`src/rtl/arith_dispatch_if.sv`:
```
// -----------------------------------------------------------------------------
// arith_dispatch_if
//   Command and response handshake bundle for arith_dispatch.
//
//   Command channel (source -> dispatcher):
//     cmd_valid, cmd_op (0 = add, 1 = mul), cmd_a, cmd_b, cmd_tag
//     cmd_ready (dispatcher -> source)
//   Response channel (dispatcher -> source):
//     rsp_valid, rsp_data, rsp_op, rsp_tag
//     rsp_ready (source -> dispatcher)
//
//   master : the command source / response consumer
//   slave  : the dispatcher
// -----------------------------------------------------------------------------
interface arith_dispatch_if #(
    parameter int TAG_W = 3
);
    logic             cmd_valid;
    logic             cmd_ready;
    logic             cmd_op;
    logic [3:0]       cmd_a;
    logic [3:0]       cmd_b;
    logic [TAG_W-1:0] cmd_tag;

    logic             rsp_valid;
    logic             rsp_ready;
    logic [7:0]       rsp_data;
    logic             rsp_op;
    logic [TAG_W-1:0] rsp_tag;

    modport master (
        output cmd_valid, cmd_op, cmd_a, cmd_b, cmd_tag, rsp_ready,
        input  cmd_ready, rsp_valid, rsp_data, rsp_op, rsp_tag
    );

    modport slave (
        input  cmd_valid, cmd_op, cmd_a, cmd_b, cmd_tag, rsp_ready,
        output cmd_ready, rsp_valid, rsp_data, rsp_op, rsp_tag
    );
endinterface

```
`src/rtl/arith_dispatch.sv`:
```
// -----------------------------------------------------------------------------
// arith_dispatch
//   Initiator for a registered 4-bit adder and a registered 4-bit multiplier.
//   Accepts tagged commands, drives registered operands onto the addressed
//   unit, tracks each operation through a fixed-latency in-flight pipe,
//   captures the unit result into a result FIFO and returns it in command
//   order with its op and tag.
//
//   Ports:
//     clk        rising-edge clock
//     rst        asynchronous active-low reset
//     bus        command / response handshakes (slave side)
//     add_in1/2  adder operands (registered)
//     add_out    adder result (5 bits)
//     mul_in1/2  multiplier operands (registered)
//     mul_out    multiplier result (8 bits)
//     issued_cnt accepted-command counter, wraps 255 -> 0
//
//   Flow control is credit based: a command is only accepted when the FIFO
//   plus everything still in flight fits in DEPTH entries, so a result
//   arriving from a unit always has a free slot.
// -----------------------------------------------------------------------------
module arith_dispatch #(
    parameter int DEPTH    = 4,
    parameter int UNIT_LAT = 2,
    parameter int TAG_W    = 3
) (
    input  logic                clk,
    input  logic                rst,
    arith_dispatch_if.slave     bus,
    output logic [3:0]          add_in1,
    output logic [3:0]          add_in2,
    input  logic [4:0]          add_out,
    output logic [3:0]          mul_in1,
    output logic [3:0]          mul_in2,
    input  logic [7:0]          mul_out,
    output logic [7:0]          issued_cnt
);

    localparam int PTR_W = $clog2(DEPTH);
    // Occupancy can reach DEPTH + UNIT_LAT in principle; size for that.
    localparam int OCC_W = $clog2(DEPTH + UNIT_LAT + 1);

    typedef struct packed {
        logic             vld;
        logic             op;
        logic [TAG_W-1:0] tag;
    } pipe_entry_t;

    typedef struct packed {
        logic [7:0]       data;
        logic             op;
        logic [TAG_W-1:0] tag;
    } fifo_entry_t;

    pipe_entry_t pipe [UNIT_LAT];
    fifo_entry_t mem  [DEPTH];

    logic [PTR_W-1:0] wr_ptr;
    logic [PTR_W-1:0] rd_ptr;
    logic [PTR_W:0]   fifo_count;

    logic             accept;
    logic             push;
    logic             pop;
    logic             rsp_valid_int;
    logic [OCC_W-1:0] occupancy;
    pipe_entry_t      head;
    fifo_entry_t      wr_entry;

    // -------------------------------------------------------------------------
    // Handshake decode and credit
    // -------------------------------------------------------------------------
    assign accept        = bus.cmd_valid & bus.cmd_ready;
    assign head          = pipe[UNIT_LAT-1];
    assign push          = head.vld;
    assign rsp_valid_int = (fifo_count != '0);
    assign pop           = rsp_valid_int & bus.rsp_ready;

    // Occupancy is built purely from registered state, so rsp_ready never
    // reaches cmd_ready combinationally.
    always_comb begin
        // NOTE: assign every always_comb output a default before any branch or loop; a path that skips the assignment infers a latch.
        occupancy = OCC_W'(fifo_count);
        for (int i = 0; i < UNIT_LAT; i++) begin
            occupancy = occupancy + OCC_W'(pipe[i].vld);
        end
    end

    assign bus.cmd_ready = (occupancy < OCC_W'(DEPTH));

    // -------------------------------------------------------------------------
    // Operand registers and accepted-command counter
    // -------------------------------------------------------------------------
    // NOTE: sequential state uses non-blocking assignments so every register samples pre-edge values regardless of process order.
    always_ff @(posedge clk or negedge rst) begin
        if (!rst) begin
            add_in1    <= '0;
            add_in2    <= '0;
            mul_in1    <= '0;
            mul_in2    <= '0;
            issued_cnt <= '0;
        end else if (accept) begin
            if (bus.cmd_op) begin
                mul_in1 <= bus.cmd_a;
                mul_in2 <= bus.cmd_b;
            end else begin
                add_in1 <= bus.cmd_a;
                add_in2 <= bus.cmd_b;
            end
            issued_cnt <= issued_cnt + 8'd1;
        end
    end

    // -------------------------------------------------------------------------
    // In-flight pipe: an entry reaches the head on the edge before the unit
    // result is ready, so the FIFO captures the result on the following edge.
    // -------------------------------------------------------------------------
    always_ff @(posedge clk or negedge rst) begin
        if (!rst) begin
            for (int i = 0; i < UNIT_LAT; i++) begin
                pipe[i] <= '0;
            end
        end else begin
            pipe[0] <= '{vld: accept, op: bus.cmd_op, tag: bus.cmd_tag};
            for (int i = 1; i < UNIT_LAT; i++) begin
                pipe[i] <= pipe[i-1];
            end
        end
    end

    // -------------------------------------------------------------------------
    // Result FIFO
    // -------------------------------------------------------------------------
    always_comb begin
        wr_entry      = '0;
        wr_entry.data = head.op ? mul_out : {3'b000, add_out};
        wr_entry.op   = head.op;
        wr_entry.tag  = head.tag;
    end

    // NOTE: the storage array is not reset; only pointers and count are, and the outputs are gated by rsp_valid so stale entries are never visible.
    always_ff @(posedge clk) begin
        if (push) begin
            mem[wr_ptr] <= wr_entry;
        end
    end

    always_ff @(posedge clk or negedge rst) begin
        if (!rst) begin
            wr_ptr     <= '0;
            rd_ptr     <= '0;
            fifo_count <= '0;
        end else begin
            if (push) begin
                wr_ptr <= wr_ptr + 1'b1;
            end
            if (pop) begin
                rd_ptr <= rd_ptr + 1'b1;
            end
            // Push into a full FIFO cannot happen: the credit check reserved
            // a slot for every in-flight operation at accept time.
            case ({push, pop})
                2'b10:   fifo_count <= fifo_count + 1'b1;
                2'b01:   fifo_count <= fifo_count - 1'b1;
                default: fifo_count <= fifo_count;
            endcase
        end
    end

    // -------------------------------------------------------------------------
    // Response outputs: head of FIFO, forced to zero when empty
    // -------------------------------------------------------------------------
    assign bus.rsp_valid = rsp_valid_int;
    assign bus.rsp_data  = rsp_valid_int ? mem[rd_ptr].data : '0;
    assign bus.rsp_op    = rsp_valid_int ? mem[rd_ptr].op   : 1'b0;
    assign bus.rsp_tag   = rsp_valid_int ? mem[rd_ptr].tag  : '0;

endmodule

```
`src/flat_wrapper.sv`:
```
// flat-port wrapper written by rule: the top's interface ports become plain ports
module arith_dispatch_flat 
#(
    parameter int DEPTH    = 4,
    parameter int UNIT_LAT = 2,
    parameter int TAG_W    = 3
)
  (clk, rst, add_in1, add_in2, add_out, mul_in1, mul_in2, mul_out, issued_cnt, bus_cmd_valid, bus_cmd_op, bus_cmd_a, bus_cmd_b, bus_cmd_tag, bus_rsp_ready, bus_cmd_ready, bus_rsp_valid, bus_rsp_data, bus_rsp_op, bus_rsp_tag);
  arith_dispatch_if #(.TAG_W(TAG_W)) bus_i ();
  input  logic clk;
  input  logic rst;
  output logic [3:0] add_in1;
  output logic [3:0] add_in2;
  input  logic [4:0] add_out;
  output logic [3:0] mul_in1;
  output logic [3:0] mul_in2;
  input  logic [7:0] mul_out;
  output logic [7:0] issued_cnt;
  input wire logic [$bits(bus_i.cmd_valid)-1:0] bus_cmd_valid;
  input wire logic [$bits(bus_i.cmd_op)-1:0] bus_cmd_op;
  input wire logic [$bits(bus_i.cmd_a)-1:0] bus_cmd_a;
  input wire logic [$bits(bus_i.cmd_b)-1:0] bus_cmd_b;
  input wire logic [$bits(bus_i.cmd_tag)-1:0] bus_cmd_tag;
  input wire logic [$bits(bus_i.rsp_ready)-1:0] bus_rsp_ready;
  output wire logic [$bits(bus_i.cmd_ready)-1:0] bus_cmd_ready;
  output wire logic [$bits(bus_i.rsp_valid)-1:0] bus_rsp_valid;
  output wire logic [$bits(bus_i.rsp_data)-1:0] bus_rsp_data;
  output wire logic [$bits(bus_i.rsp_op)-1:0] bus_rsp_op;
  output wire logic [$bits(bus_i.rsp_tag)-1:0] bus_rsp_tag;
  assign bus_i.cmd_valid = bus_cmd_valid;
  assign bus_i.cmd_op = bus_cmd_op;
  assign bus_i.cmd_a = bus_cmd_a;
  assign bus_i.cmd_b = bus_cmd_b;
  assign bus_i.cmd_tag = bus_cmd_tag;
  assign bus_i.rsp_ready = bus_rsp_ready;
  assign bus_cmd_ready = bus_i.cmd_ready;
  assign bus_rsp_valid = bus_i.rsp_valid;
  assign bus_rsp_data = bus_i.rsp_data;
  assign bus_rsp_op = bus_i.rsp_op;
  assign bus_rsp_tag = bus_i.rsp_tag;
  arith_dispatch #(.DEPTH(DEPTH), .UNIT_LAT(UNIT_LAT), .TAG_W(TAG_W)) u_core (.clk(clk), .rst(rst), .bus(bus_i), .add_in1(add_in1), .add_in2(add_in2), .add_out(add_out), .mul_in1(mul_in1), .mul_in2(mul_in2), .mul_out(mul_out), .issued_cnt(issued_cnt));
endmodule
```
`config.mk`:
```
export PLATFORM = sky130hd
export DESIGN_NAME = arith_dispatch_flat
export DESIGN_NICKNAME = d
export VERILOG_FILES = /design/src/rtl/arith_dispatch_if.sv /design/src/rtl/arith_dispatch.sv /design/src/flat_wrapper.sv
export SDC_FILE = /design/constraint.sdc
export NUM_CORES = 1
export LEC_CHECK = 0
export BUFFER_PORTS_ARGS = -buffer_cell sky130_fd_sc_hd__buf_2
export CORE_AREA = 2 2 98 100
export CTS_CLUSTER_DIAMETER = 30
export DETAILED_ROUTE_END_ITERATION = 8
export DIE_AREA = 0 0 100 102
export PLACE_DENSITY = 0.71
export SLEW_MARGIN = 20
export SYNTH_ARGS = -nofsm -noshare
export SYNTH_HDL_FRONTEND = slang
export SYNTH_SLANG_ARGS = --single-unit
export TNS_END_PERCENT = 20
```
`constraint.sdc`:
```
create_clock -name clk -period 3.55 [get_ports clk]
set_input_delay 0.355 -clock clk [delete_from_list [all_inputs] [get_ports clk]]
set_output_delay 0.355 -clock clk [all_outputs]
set_load 0.01 [all_outputs]
```
### Word level (Yosys, flattened, before mapping)

Memories as Yosys holds them, arrays and structs flattened.
Cells that the tools add are included.

* register bits after elaboration: 41
* latch bits: 0
* bits in writable memories: 48
* memory bits (read-only): 0
* output and inout bits: 38
* word-level logic and storage cells: 39
* memories: 1

Memory list
* u_core.mem: depth 4, width 12, read ports 1, clocked after memory_dff 0, write ports 1, line arith_dispatch.sv:57 `fifo_entry_t mem [DEPTH];`

* add/sub/neg operators: 7
* $mul: 0
* divide/modulo/power cells: 0
* order comparisons: 1
* equal/unequal tests: 2
* shift-type cells: 0
* mux-type cells: 7
* bitwise gates (word level): 3
* reductions and logical operators: 4

Operator list (number)
* two-way mux 8 bit: 2
* adder 8 x 1 -> 8 bit, second input constant: 1
* adder 3 x 1 -> 3 bit: 2
* one-hot mux 3 bit (2 select lines): 1
* adder 2 x 1 -> 2 bit, second input constant: 2
* AND reduction 2 bit: 2
* adder 3 x 1 -> 3 bit, second input constant: 1
* less-than comparator 3 bit, second input constant: 1
* two-way mux 1 bit: 3
* two-way mux 3 bit: 1
* nonzero test 3 bit: 1
* subtractor 3 x 1 -> 3 bit, second input constant: 1
* bitwise AND 1 bit: 2
* == test 2 x 1 -> 1 bit, second input constant: 1
* == test 2 bit, second input constant: 1
* nonzero test 2 bit: 1
* inverter 1 bit: 1

### Depth between registers and ports, before layout

Gate-level depths: netlist (run 1).

* depth after elaboration: 5
* depth in mapped cells: 8
* depth with buffers taken out: 8

### Worst setup path before layout (run 1)

No wires, ideal clock.

* path kind: flip-flop to flip-flop
* start: register u_core.pipe, in the netlist u_core.push
* end: register u_core.mul_in1[0]
* setup time: 0.125 ns
* arrival: 1.917 ns
* required time: 3.425 ns
* setup slack: 1.508 ns
* cell stages (with the launch flop): 7
* buffers on the path: 1
* cell sequence: dfrtp_1 > ha_1 > a21o_1 > a221oi_4 > and2_1 > buf_6 > mux2_2

* cells in the longest elaborated chain, start to end: 4

RTL lines
* from (decl): line arith_dispatch.sv:56 `pipe_entry_t pipe [UNIT_LAT];`
* from (signal, indexed assignment): line arith_dispatch.sv:127 `pipe[i] <= pipe[i-1];`
* adder 3 x 1 -> 3 bit: line arith_dispatch.sv:86 `occupancy = occupancy + OCC_W'(pipe[i].vld);`
* less-than comparator 3 bit: line arith_dispatch.sv:90 `assign bus.cmd_ready = (occupancy < OCC_W'(DEPTH));`
* bitwise AND 1 bit: line arith_dispatch.sv:74 `assign accept = bus.cmd_valid & bus.cmd_ready;`
* net u_core.accept: line arith_dispatch.sv:63 `logic accept;`
* AND reduction 2 bit (no source line)
* to (signal assigned): line arith_dispatch.sv:105 `mul_in1 <= bus.cmd_a;`
* to (decl): line arith_dispatch.sv:34 `output logic [3:0] mul_in1,`

The timed path passes the listed nets, and every way through them passes these cells.
A chain may end at the register's enable or synchronous reset.

### Final worst setup path (run 1)

* start: register u_core.rd_ptr[0]
* end: output bus_rsp_op

* cells in the longest elaborated chain, start to end: 2

RTL lines
* from (decl): line arith_dispatch.sv:60 `logic [PTR_W-1:0] rd_ptr;`
* from (signal assigned): line arith_dispatch.sv:159 `rd_ptr <= rd_ptr + 1'b1;`
* memory (4 x 12 bit)
* two-way mux 1 bit: line arith_dispatch.sv:176 `assign bus.rsp_op = rsp_valid_int ? mem[rd_ptr].op : 1'b0;`
* to (decl): line flat_wrapper.sv:28 `output wire logic [$bits(bus_i.rsp_op)-1:0] bus_rsp_op;`

Every way passes these cells.

==> results.yml, run 1 <==
hold_path:
  min_delay_path_depth: 1
  hp-start: "bus_cmd_tag[0]"
  min_path_type: "input pin to register"
power_and_ir_drop:
  switchingPower_mw: 1.128
  sw_frac_of_total_pct: 31.66
  irDropWorstVdd_uv: 390.1
  pwr_density_cell_nw_per_um2: 840.2
  power_frac_seq_pct: 45.1
  p_comb_share_pct: 31.9
  clockPowerShare_pct: 23.0
  power.leakage_nw: 1.729
  finalPower_mw: 3.562
  internal-power_mw: 2.434
floorplan:
  start_util_pct: 39.12
  row_count: 35
  dieHeight_um: 102
  chipWidth_um: 100
  io_pins: 67
  dieArea_um2: 10200
  coreArea_um2: 9109
grt:
  grt_pass1_vias: 1963
  grt.total_usage_pct: 12.89
  grt_overflow: 0
  grt_max_degree: 42
  antenna_found_initial: 0
  grt_pass1_wl_mm: 9.777
yosys:
  ys_types: 31
  synth_area_um2: 3563
  postSynthNetCount: 239
  netlist_top_cells_area: "edfxtp_1, dfrtp_1, mux4_2"
  syn_area_per_cell_um2: 17.64
  synth_cells: 202
  ys_ff_latch: 89
  yosysSeqAreaShare_pct: 69.24
  ys.warnings.count: 0
  yosysTopAreaCellShare_pct: 40.45
  synth_top_area_cell: "edfxtp_1"
timing:
  hold_viol_final: 0
  rsz0062_at_grt: "false"
  fin_skew_ps: 7.616
  fin_crit_ps: 2531
  period_share_pct: 71.29
  slew_violations: 0
  whs_ps: 111.0
  relSlewSlack_pct: 39.03
  finalSetupTns_ps: 0
  max_freq_ghz: 0.3951
  tightest_slew_ps: 914.5
  setup_ws_ps: 1019
  finalSetupViolations: 0
worst_setup_path:
  endpoint_kind: "output port"
  crit_fanout: 14
  critical_path_required_ps: 3190
  slowest_stage: "dfrtp_1"
  cpPeakStageDelay_ps: 910
  ff2ff_setup_slack_ps: 1230
  arrival_ps: 2180
  timing.rr.end: "u_core.mul_in1[0]$_DFFE_PN0P_"
  crit_path_cell_trace: "mux4_2 > and2_1 > buf_2"
  reg2reg_depth: 5
  cp-start-kind: "register"
  r2r_start: "u_core.push$_DFF_PN0_"
  worstSetupPathType: "register to output port"
  critical_path.startpoint: "u_core.rd_ptr[0]$_DFFE_PN0P_"
  crit_end: "bus_rsp_op"
clock_tree:
  numCtsBuffers: 9
  cts.sinks: 89
  path_clk_slew_ps: 90
  ctsResizeCount: 0
  cts_setup_buffers: 0
  h-tree-depth: 3
  clk_latency_ps: 350
  cts_tree: "built"
  cts_max_path_buffers: 2
  ctsHoldBuffers: 0
  clockRootBuffer: "clkbuf_8"
cells_and_area:
  final_core_util_pct: 46.54
  diodes: 0
  fin_cells: 388
  final_area_um2: 4239
  syn2layout_area_growth_pct: 18.96
  drive_gt1_share_pct: 39.35
  nets: 309
detailed_routing:
  vias: 1862
  wl_per_cell_um: 15.29
  wirelength_mm: 5.931
  drtPass1Iterations: 4
  via_per_inst: 4.799
  drt_iter0_drc: 73
  drc: 0
  drtAntennaViolNets: 0
run:
  drv_cap: 0
place:
  hpwl_mm: 3.815
  gp_congestion: 0.6871
  portBuffers: 66
  placed_area_um2: 3993
  placedCellCount: 372
  place_ws_ps: 1221
run_status:
  outcome: "completed"
cells in the final DEF (no fill, tap or decap):
cell / netlist / layout
mux2_2: 14 / 14
nand3_1: 4 / 4
and2b_1: 1 / 1
o21ai_0: 1 / 1
nand2_1: 3 / 3
inv_6: 0 / 1
clkbuf_16: 0 / 1
nor2b_1: 1 / 1
edfxtp_1: 48 / 48
buf_2: 2 / 66
clkinvlp_4: 0 / 2
and3_1: 1 / 1
a22oi_1: 1 / 1
inv_1: 7 / 7
mux4_2: 12 / 12
dfrtp_1: 41 / 41
a21o_1: 1 / 1
nor2_1: 1 / 1
xor2_1: 5 / 5
mux2_1: 8 / 8
bufinv_16: 0 / 2
a21boi_1: 1 / 1
or3_1: 1 / 1
xnor2_1: 8 / 8
and4_1: 1 / 1
a221oi_4: 1 / 1
mux2i_1: 1 / 1
nand4_1: 2 / 2
ha_1: 7 / 7
and2_1: 23 / 23
clkbuf_8: 0 / 10
fa_1: 1 / 1
worst min-delay path by stage:
| stage | to | slack (ps) |
|---|---|---|
| finish | u_core.pipe[5]$_DFF_PN0_ | 110 |
| global route | u_core.pipe[5]$_DFF_PN0_ | 80 |
| CTS | u_core.pipe[5]$_DFF_PN0_ | 90 |
| detailed placement | u_core.head[0]$_DFF_PN0_ | 330 |
| global placement | u_core.head[3]$_DFF_PN0_ | 330 |
| floorplan | u_core.add_in1[0]$_DFFE_PN0P_ | 60 |
cell usage after synthesis:
cell	count
ha_1	7
nor2b_1	1
a21o_1	1
and2_1	23
xor2_1	5
or3_1	1
and2b_1	1
mux2i_1	1
xnor2_1	8
edfxtp_1	48
buf_2	2
buf_4	1
dfrtp_1	41
a22oi_1	1
inv_1	7
and4_1	1
nand2_1	3
clkbuf_1	2
nand4_1	2
mux2_2	14
mux4_2	12
a221oi_4	1
nand3_1	4
and3_1	1
o21ai_0	1
buf_6	1
buf_1	1
nor2_1	1
mux2_1	8
fa_1	1
a21boi_1	1
logic make-up (layout without fill, tap and decap cells):
logic type	Yosys count	after routing	share of synthesized area [%]
flip-flops	89	89	69.24
AND/OR/NAND/NOR	38	38	6.356
multiplexers	35	35	14.82
buffers and inverters	14	89	1.861
XOR/XNOR	13	13	3.195
adder cells (fa/ha/maj)	8	8	3.020
AO/OA/AOI/OAI	5	5	1.510
final cells by class:
| cell class | count | area (um2) |
|---|---|---|
| flip-flops and latches | 89 | 2467 |
| clock inverters | 5 | 83.83 |
| well taps | 111 | 138.9 |
| clock buffers | 11 | 162.7 |
| fillers | 805 | 4870 |
| inverters | 7 | 26.28 |
| multi-input cells | 99 | 1030 |
| repair buffers | 66 | 330.3 |
state kept, by name, summed over array words and instances, names as in the netlist:
signal / flops
u_core.add_in2: 4
u_core.issued_cnt: 8
u_core.mul_in2: 4
u_core.rd_ptr: 2
u_core.mul_in1: 4
u_core.wr_ptr: 2
u_core.head: 4
u_core.push: 1
u_core.mem: 48
u_core.fifo_count: 3
u_core.add_in1: 4
u_core.pipe: 5
routing by layer:
| layer | GRT usage (%) | vias up | part of all wire [%] |
|---|---|---|---|
| met5 | 0 | - | 0 |
| met4 | 4.426 | 0 | 1.4 |
| met3 | 4.514 | 10 | 6.8 |
| met2 | 20.53 | 73 | 46 |
| met1 | 16.65 | 904 | 46 |
| li1 | - | 875 | - |
power by group through the flow:
stage | clock network (mW) | logic [mW] | registers [mW]
6_report | 0.818 | 1.14 | 1.61
5_1_grt | 0.892 | 1.26 | 1.65
4_1_cts | 0.843 | 1.16 | 1.61
3_5_place_dp | 0 | 1.16 | 1.63
3_3_place_gp | 0 | 1.13 | 1.62
2_1_floorplan | 0 | 0.780 | 1.59
critical path, delay by kind of cell, from the launching register on:
kind / cells / cell delay (ps)
muxes: 1 / 580
and+or+nand+nor: 1 / 190
buffers and inverters: 1 / 140
DFF: 1 / 910
Power figures use the tool's default switching activity.
==> inputs of run 2 (changes only) <==
- clock period: 3.55 -> 2.5 ns (I/O delays scaled with it)
==> run 2 against run 1 <==
Utilization rose by 0.21 points; hold slack got worse by 87 ps; clock power rose by 23%; register-to-register slack got worse by 880 ps; critical endpoint is now bus_rsp_data[0].
==> results.yml, run 2 (synthesis results as in run 1) <==
cells_and_area:
  diodes: 0
  top_register: "u_core.mem"
  layout_commonest_cell: "buf_2"
  nets: 315
  largest_register_ffs: 48
  largestRegisters: "u_core.mem (48), u_core.issued_cnt (8), u_core.pipe (5)"
  final_cell_mix: "buf_2, edfxtp_1, dfrtp_1, and2_1, mux2_2"
  syn2layout_area_growth_pct: 19.49
  final_core_util_pct: 46.74
  drive_gt1_share_pct: 38.87
grt:
  grt.total_usage_pct: 12.93
  grt_max_degree: 42
  grt_pass1_vias: 2008
  grt_overflow: 0
  grt_pass1_wl_mm: 9.970
  antenna_found_initial: 0
power_and_ir_drop:
  pwr_density_cell_nw_per_um2: 1161
  clockPowerShare_pct: 20.4
  switchingPower_mw: 1.550
  power.leakage_nw: 1.748
  irDropWorstVdd_uv: 636.7
  internal-power_mw: 3.393
  p_comb_share_pct: 34.2
  finalPower_mw: 4.943
  sw_frac_of_total_pct: 31.36
  power_frac_seq_pct: 45.4
clock_tree:
  cts_tree: "built"
  clockRootBuffer: "clkbuf_8"
  h-tree-depth: 3
  ctsHoldBuffers: 3
  path_clk_slew_ps: 80
  numCtsBuffers: 9
  cts_max_path_buffers: 2
  cts_setup_buffers: 0
  ctsResizeCount: 0
  cts.sinks: 89
  clk_latency_ps: 340
detailed_routing:
  drc: 0
  via_per_inst: 4.711
  wirelength_mm: 5.944
  wl_per_cell_um: 15.09
  drt_iter0_drc: 60
  drtAntennaViolNets: 0
  vias: 1856
  drtPass1Iterations: 4
worst_setup_path:
  worstSetupPathType: "register to output port"
  critical_path_required_ps: 2250
  crit_fanout: 10
  cp-start-kind: "register"
  arrival_ps: 1970
  reg2reg_depth: 5
  endpoint_kind: "output port"
  crit_path_cell_trace: "buf_4 > mux4_2 > and2_1 > buf_2"
  cpPeakStageDelay_ps: 540
  slowest_stage: "mux4_2"
floorplan:
  coreArea_um2: 9109
  start_util_pct: 39.12
  dieHeight_um: 102
  dieArea_um2: 10200
  io_pins: 67
  row_count: 35
  chipWidth_um: 100
timing:
  rsz0062_at_grt: "false"
  slew_violations: 0
  tightest_slew_ps: 877.6
  fin_crit_ps: 2216
  relSlewSlack_pct: 41.49
  period_share_pct: 88.62
  max_freq_ghz: 0.4513
  whs_ps: 23.60
  setup_ws_ps: 284.4
  hold_viol_final: 0
  fin_skew_ps: 9.156
  finalSetupViolations: 0
  finalSetupTns_ps: 0
place:
  portBuffers: 66
  gp_congestion: 0.6861
  place_ws_ps: 312.9
  hpwl_mm: 3.992
hold_path:
  min_path_type: "input pin to async pin"
run_status:
  outcome: "completed"
run:
  drv_cap: 0
-- run 2: cell types whose count changed in the layout (fill, tap and decap cells not counted), sizes merged --
cell         delta
buf             +3
bufinv          -1
clkbuf          +3
clkinv          +1
clkinvlp        -2
dlygate4sd3     +3
inv             -1
-- run 2: path summary, 6_finish.rpt --
kind                                                    from                             to  slack [ps]
worst max-delay path            u_core.rd_ptr[0]$_DFFE_PN0P_                bus_rsp_data[0]         280
worst min-delay path                                     rst  u_core.mul_in1[0]$_DFFE_PN0P_          20
worst max register to register         u_core.push$_DFF_PN0_  u_core.mul_in2[0]$_DFFE_PN0P_         350
worst min register to register      u_core.pipe[8]$_DFF_PN0_       u_core.head[3]$_DFF_PN0_         350
max in group asynchronous                                rst       u_core.head[1]$_DFF_PN0_        1930
min in group clk                                  bus_cmd_op       u_core.pipe[8]$_DFF_PN0_          50
-- run 2: worst max-delay path, delay by kind of cell, from the launching register on --
kind	cells	cell delay [ps]
buf+inv	2	430
flops	1	490
mux	1	540
simple gates	1	170
-- run 2: per-stage QoR --
step | instance area, um2 | std cells
detailed placement | 4015 | 375
floorplan | 3563 | 202
global route | 4258 | 394
finish | 4258 | 394
global placement | 4015 | 375
CTS | 4258 | 394
-- run 2: layout make-up --
type	instances	area (um2)
Tap cell	111	138.9
Clock buffer	14	177.7
Fill cell	809	4851
Timing Repair Buffer	72	382.9
Clock inverter	2	35.03
Sequential cell	89	2467
Inverter	7	26.28
Multi-Input combinational cell	99	1030
-- run 2: power by group through the flow --
stage	logic, mW	registers [mW]	clock network [mW]
finish	1.69	2.24	1.01
CTS	1.73	2.25	1.04
global placement	1.68	2.26	0
global route	1.89	2.30	1.11
floorplan	1.11	2.26	0
detailed placement	1.73	2.27	0
-- run 2: routing by layer --
metal | vias to the layer above | global-route usage, % | share of wire, %
met5 | - | 0 | 0
met4 | 0 | 3.793 | 0.81
met3 | 4 | 4.925 | 6.9
met2 | 75 | 21.52 | 48
met1 | 893 | 15.90 | 44
li1 | 884 | - | -
